==> src/rtl/abc_eval_pkg.sv <==
// Shared types and the golden model for the abc evaluation sequencer.
package abc_eval_pkg;

    typedef enum logic [2:0] {IDLE, DRIVE, SETTLE, SAMPLE, FIN} state_t;

    localparam logic [2:0] VEC_LAST = 3'd7;

    // abc = {a,b,c}; y = ~b & (~c | a)
    function automatic logic golden_y(input logic [2:0] abc);
        return ~abc[1] & (~abc[0] | abc[2]);
    endfunction

endpackage

==> src/rtl/abc_eval_sequencer_sync_ff.sv <==
// Reset-to-0 multi-flop synchroniser for the asynchronous y input.
module sync_ff #(
    parameter int unsigned STAGES = 2
) (
    input  logic clk,
    input  logic rst_n,
    input  logic d,
    output logic q
);

    logic [STAGES-1:0] sr_q;

    always_ff @(posedge clk or negedge rst_n) begin
        if (!rst_n) begin
            sr_q <= '0;
        end else begin
            sr_q <= {sr_q[STAGES-2:0], d};
        end
    end

    assign q = sr_q[STAGES-1];

endmodule

==> src/rtl/abc_eval_sequencer.sv <==
// Drives {a,b,c} into the function block, waits for y to settle, samples it
// through a synchroniser and scores it against the golden value.
module abc_eval_sequencer
    import abc_eval_pkg::*;
#(
    parameter int unsigned SETTLE_CYCLES = 8,
    parameter int unsigned SYNC_STAGES   = 2,
    parameter int unsigned MAX_RETRY     = 3
) (
    input  logic       clk,
    input  logic       rst_n,
    input  logic       start,
    input  logic       single,
    input  logic [2:0] vec_in,
    input  logic       abort,
    input  logic       y_in,
    output logic [2:0] drive_abc,
    output logic       busy,
    output logic       sample_valid,
    output logic [2:0] sample_vec,
    output logic       sample_y,
    output logic       sample_exp,
    output logic       sample_err,
    output logic       unstable,
    output logic [3:0] err_count,
    output logic       done,
    output logic       pass
);

    if (SETTLE_CYCLES < 1 || SYNC_STAGES < 2) begin : g_bad_param
        $error("abc_eval_sequencer: SETTLE_CYCLES must be >=1 and SYNC_STAGES >=2");
    end

    localparam int unsigned CW = $clog2(SETTLE_CYCLES + 1);
    localparam int unsigned RW = $clog2(MAX_RETRY + 2);
    // The new drive value needs this many window cycles to reach the
    // synchroniser output; edges inside it are the expected response, not instability.
    localparam int unsigned MASK_CYCLES = SYNC_STAGES + 1;

    state_t          state_q;
    logic [2:0]      vec_q;
    logic            single_q;
    logic [CW-1:0]   cnt_q;
    logic [RW-1:0]   retry_q;
    logic            unst_q;
    logic            y_prev_q;
    logic            y_sync;
    logic            y_change_d;
    logic            samp_err_d;

    sync_ff #(.STAGES(SYNC_STAGES)) u_sync (
        .clk   (clk),
        .rst_n (rst_n),
        .d     (y_in),
        .q     (y_sync)
    );

    always_comb begin
        y_change_d = (y_sync != y_prev_q) &&
                     !(retry_q == '0 && 32'(cnt_q) < MASK_CYCLES);
        samp_err_d = (y_sync != golden_y(vec_q)) | unst_q;
    end

    always_ff @(posedge clk or negedge rst_n) begin
        if (!rst_n) begin
            state_q      <= IDLE;
            vec_q        <= '0;
            single_q     <= 1'b0;
            cnt_q        <= '0;
            retry_q      <= '0;
            unst_q       <= 1'b0;
            y_prev_q     <= 1'b0;
            drive_abc    <= '0;
            sample_valid <= 1'b0;
            sample_vec   <= '0;
            sample_y     <= 1'b0;
            sample_exp   <= 1'b0;
            sample_err   <= 1'b0;
            unstable     <= 1'b0;
            err_count    <= '0;
            done         <= 1'b0;
            pass         <= 1'b0;
        end else begin
            y_prev_q     <= y_sync;
            sample_valid <= 1'b0;
            done         <= 1'b0;
            if (abort) begin
                state_q   <= IDLE;
                drive_abc <= '0;
                unst_q    <= 1'b0;
            end else begin
                unique case (state_q)
                    IDLE: if (start) begin
                        state_q   <= DRIVE;
                        vec_q     <= single ? vec_in : '0;
                        single_q  <= single;
                        err_count <= '0;
                        pass      <= 1'b0;
                    end
                    DRIVE: begin
                        drive_abc <= vec_q;
                        cnt_q     <= '0;
                        retry_q   <= '0;
                        unst_q    <= 1'b0;
                        state_q   <= SETTLE;
                    end
                    SETTLE: begin
                        if (y_change_d) begin
                            if (retry_q == RW'(MAX_RETRY)) begin
                                unst_q  <= 1'b1;
                                state_q <= SAMPLE;
                            end else begin
                                retry_q <= retry_q + RW'(1);
                                cnt_q   <= '0;
                            end
                        end else if (cnt_q == CW'(SETTLE_CYCLES - 1)) begin
                            state_q <= SAMPLE;
                        end else begin
                            cnt_q <= cnt_q + CW'(1);
                        end
                    end
                    SAMPLE: begin
                        sample_valid <= 1'b1;
                        sample_vec   <= vec_q;
                        sample_y     <= y_sync;
                        sample_exp   <= golden_y(vec_q);
                        sample_err   <= samp_err_d;
                        unstable     <= unst_q;
                        err_count    <= err_count + {3'b000, samp_err_d};
                        if (single_q || vec_q == VEC_LAST) begin
                            state_q <= FIN;
                        end else begin
                            vec_q   <= vec_q + 3'd1;
                            state_q <= DRIVE;
                        end
                    end
                    FIN: begin
                        done    <= 1'b1;
                        pass    <= (err_count == '0);
                        state_q <= IDLE;
                    end
                    default: state_q <= IDLE;
                endcase
            end
        end
    end

    assign busy = (state_q != IDLE);

endmodule

==> config.mk <==
export PLATFORM = sky130hd
export DESIGN_NAME = abc_eval_sequencer
export DESIGN_NICKNAME = d
export VERILOG_FILES = /design/src/rtl/abc_eval_pkg.sv /design/src/rtl/abc_eval_sequencer_sync_ff.sv /design/src/rtl/abc_eval_sequencer.sv
export SDC_FILE = /design/constraint.sdc
export NUM_CORES = 1
export LEC_CHECK = 0
export BUFFER_PORTS_ARGS = -buffer_cell sky130_fd_sc_hd__buf_4
export CAP_MARGIN = 5
export CORE_MARGIN = 1
export CORE_UTILIZATION = 58
export DETAILED_ROUTE_END_ITERATION = 8
export GPL_ROUTABILITY_DRIVEN = 0
export HOLD_SLACK_MARGIN = 0.03
export PLACE_DENSITY = 0.82
export SYNTH_ARGS = -nofsm -noshare
export SYNTH_HDL_FRONTEND = slang
export SYNTH_HIERARCHICAL = 1
export SYNTH_SLANG_ARGS = --single-unit
==> constraint.sdc <==
create_clock -name clk -period 3.6 [get_ports clk]
set_input_delay 0 -clock clk [delete_from_list [all_inputs] [get_ports clk]]
set_output_delay 0 -clock clk [all_outputs]
set_load 0.005 [all_outputs]
==> flow_summary.toml <==
[status]
status = "finished clean"

[placement]
io_buffers = 26
dp_hpwl_mm = 2.36
dpl_cell_area_sq_um = 1880
place_ws_ps = 1530

[yosys]
synthCells = 155
syn_area_sq_um = 1670
synth_compound_area_frac = 0.128
yosysTopAreaCellShare = 0.525
syn_avg_cell_area_sq_um = 10.8
synth-simple-area-share = 0.158
synth_area_leaders = "dfrtp_1 (53%), ha_1 (6.0%), mux2_2 (5.4%), nor2_1 (4.1%), a21oi_1 (2.7%)"
synthAdderAreaFrac = 0.0600
synthXorXnorAreaFrac = 0.0210
synth.area.mux_share = 0.0780
synth-seq-area-share = 0.525
synth_top_family_by_area = "simple AND/OR/NAND/NOR gates"
synth_seq_cells = 35
synthesis.nets = 172
synth_top_cell_by_area = "dfrtp_1"
synth.distinct_cells = 40
ys_warn_count = 6

[clock_tree]
path_clk_slew_ps = 110
cts_tree = "yes"
cts_inserted_buffers = 5
cts_setup_buffers = 0
cts_max_path_buffers = 2
postCtsHoldBufs = 8
cts-root-buf = "clkbuf_4"
cts-resized-gates = 0
clock_latency_ps = 350
clkSinkCount = 35
cts-htree-levels = 2

[global_route]
grt_max_degree = 36
grt_usage = 0.251
antenna_found_initial = 0
use_met3 = 0.0558
grt_pass1_vias = 1299
top_usage_layer = "met2"
overflow = 0
use_met1 = 0.304
grt_pass1_wl_mm = 5.80
grtUsageMet2 = 0.401

[worst_setup_path]
path_max_fanout = 13
reg2reg_to = "err_count[3]$_DFFE_PN0P_"
required_ps = 3820
crit_slowest_cell = "nor2_1"
worst_setup_path_end_kind = "register"
cp-endpoint = "err_count[3]$_DFFE_PN0P_"
rrSetupSlack_ps = 1440
crit_chain = "nand3b_1 -> nor2_1 -> nand4_1 -> xor2_1 -> nor2_1"
cp-startpoint = "state_q[2]$_DFFE_PN0P_"
startpoint_type = "register"
crit_arrival_ps = 2380
path_class = "reg2reg"
crit_top_cell = "nor2_1"
reg2reg_from = "state_q[2]$_DFFE_PN0P_"
r2r_cells = 5
critPathMaxStageDelay_ps = 770

[timing]
finalHoldViolCount = 0
period_share = 0.601
max_freq_mhz = 462
tns_ps = 0
slew_violations = 0
rsz0062_at_grt = "false"
setup_viol = 0
worst_slack_ps = 1440
tightest_slew_ps = 900
maxSlewHeadroom = 0.398
skew_ps = 9.27
fin_crit_ps = 2160

[final_layout]
ff_latch_area_sq_um = 876
nets = 208
multi_input_area_sq_um = 742
syn_to_final_growth_pct = 21.8
antenna_cells = 0
stdcell_area_sq_um = 2030
drive_gt1_frac = 0.255
fill_cells = 189

[floorplanning]
dieArea_sq_um = 3090
die_y_microns = 55.6
start_util = 0.610
coreArea_sq_um = 2730
fp.dieW_microns = 55.6
ios = 27
rows = 19

[route]
routed_wl_mm = 3.46
vias = 1303
ant_nets = 0
drtIter0Drc = 29
drc = 0
routedWlPerCell_microns = 15.5
via_per_inst = 5.84
firstDrtPassIters = 4

[run]
maxCapViolations = 0

[pwr]
p_leak_nw = 1.01
ir_worst_vdd_mv = 0.448
power.density_nw_per_um2 = 551
finalPower_w = 0.00112

[min_path]
hold_class = "in2async"
-- worst min-delay path by stage --
| stage | to | slack [ps] | start | cells past startpoint |
|---|---|---|---|---|
| after global routing | err_count[3]$_DFFE_PN0P_ | 170 | rst_n | 2 |
| after CTS | pass$_DFFE_PN0P_ | 140 | rst_n | 2 |
| after detailed placement | cnt_q[3]$_DFFE_PN0P_ | -30 | rst_n | 1 |
| after global placement | cnt_q[1]$_DFFE_PN0P_ | -40 | rst_n | 1 |
| final | pass$_DFFE_PN0P_ | 120 | rst_n | 2 |
| after floorplan | cnt_q[0]$_DFFE_PN0P_ | -300 | rst_n | 0 |
-- power by group --
group	switching, W	internal (W)
combinational	0.000147	0.000177
clock	0.000136	0.000114
sequential	0.0000745	0.000470
total	0.000357	0.000762
-- layout by cell type, fill, tap and decap left out, types with 2 or more instances in the layout --
cell type | netlist | final
a21oi_1 | 9 | 9
a22o_1 | 3 | 3
buf_4 | 0 | 26
clkbuf_4 | 0 | 5
clkbuf_8 | 0 | 2
dfrtp_1 | 35 | 35
dlygate4sd3_1 | 0 | 8
ha_1 | 8 | 8
inv_1 | 7 | 7
mux2_2 | 8 | 8
mux2i_1 | 4 | 4
nand2_1 | 10 | 10
nand3_1 | 3 | 3
nor2_1 | 18 | 18
nor3_1 | 4 | 4
nor3b_1 | 3 | 3
o21ai_0 | 6 | 6
o21ai_1 | 2 | 2
o22ai_1 | 2 | 2
or2_2 | 2 | 2
or3_1 | 2 | 2
or3b_1 | 2 | 2
xor2_1 | 3 | 3
-- Yosys cell counts (all sizes together) --
cell     count
a31o         1
mux2         8
xor2         3
nand2       10
a22o         3
nand4        1
o22ai        2
a21oi       10
xnor2        1
a31oi        1
inv          7
a2bb2oi      1
and2         1
or3b         2
or2          3
nor3         4
and3         1
dfrtp       35
nand2b       1
o211ai       1
nor4         1
o211a        1
buf          4
o21ai        8
nor2        18
or3          2
mux2i        4
nand3        3
nand3b       1
clkbuf       1
ha           8
o41ai        1
a21o         2
or4b         1
a311oi       1
nor3b        3
-- per-stage QoR --
stage          cells  utilization  hold WS (ps)
2_1_floorplan    155            -          -296
3_3_place_gp     207        0.687         -35.5
3_5_place_dp     207        0.687         -28.2
4_1_cts          223        0.743           143
5_1_grt          223        0.743           172
6_report         223        0.743           121
-- sequential cells by signal, summed over array words and instances (netlist names), 2 cells and up --
register	count
state_q	3
vec_q	3
err_count	4
sample_vec	3
cnt_q	4
u_sync/sr_q	2
retry_q	3
drive_abc	3
-- cell families (layout without fill, tap and decap cells) --
logic type | after synthesis | count (layout)
compound gates | 32 | 32
simple gates | 52 | 52
fa+ha+maj | 8 | 8
flops | 35 | 35
xor+xnor | 4 | 4
mux | 12 | 12
buf+inv | 12 | 49
-- worst max-delay path, delay by kind of cell, from the launching register on --
kind          cells  cell delay (ps)
flops             1              460
xor+xnor          1              200
simple gates      4             1380
-- cell type report --
cell class | count | share of cell area
clock inverter | 1 | 0.00370
tap | 31 | 0.0191
timing repair buffer | 34 | 0.136
sequential | 35 | 0.431
clock buffer | 7 | 0.0320
inverter | 7 | 0.0129
multi-input combinational | 108 | 0.365
-- layer usage --
| layer | routed length, microns | vias to the layer above |
|---|---|---|
| met5 | 0 | - |
| met4 | 90 | 0 |
| met3 | 149 | 8 |
| met2 | 1720 | 45 |
| met1 | 1500 | 633 |
| li1 | - | 617 |
Power figures use the tool's default switching activity.
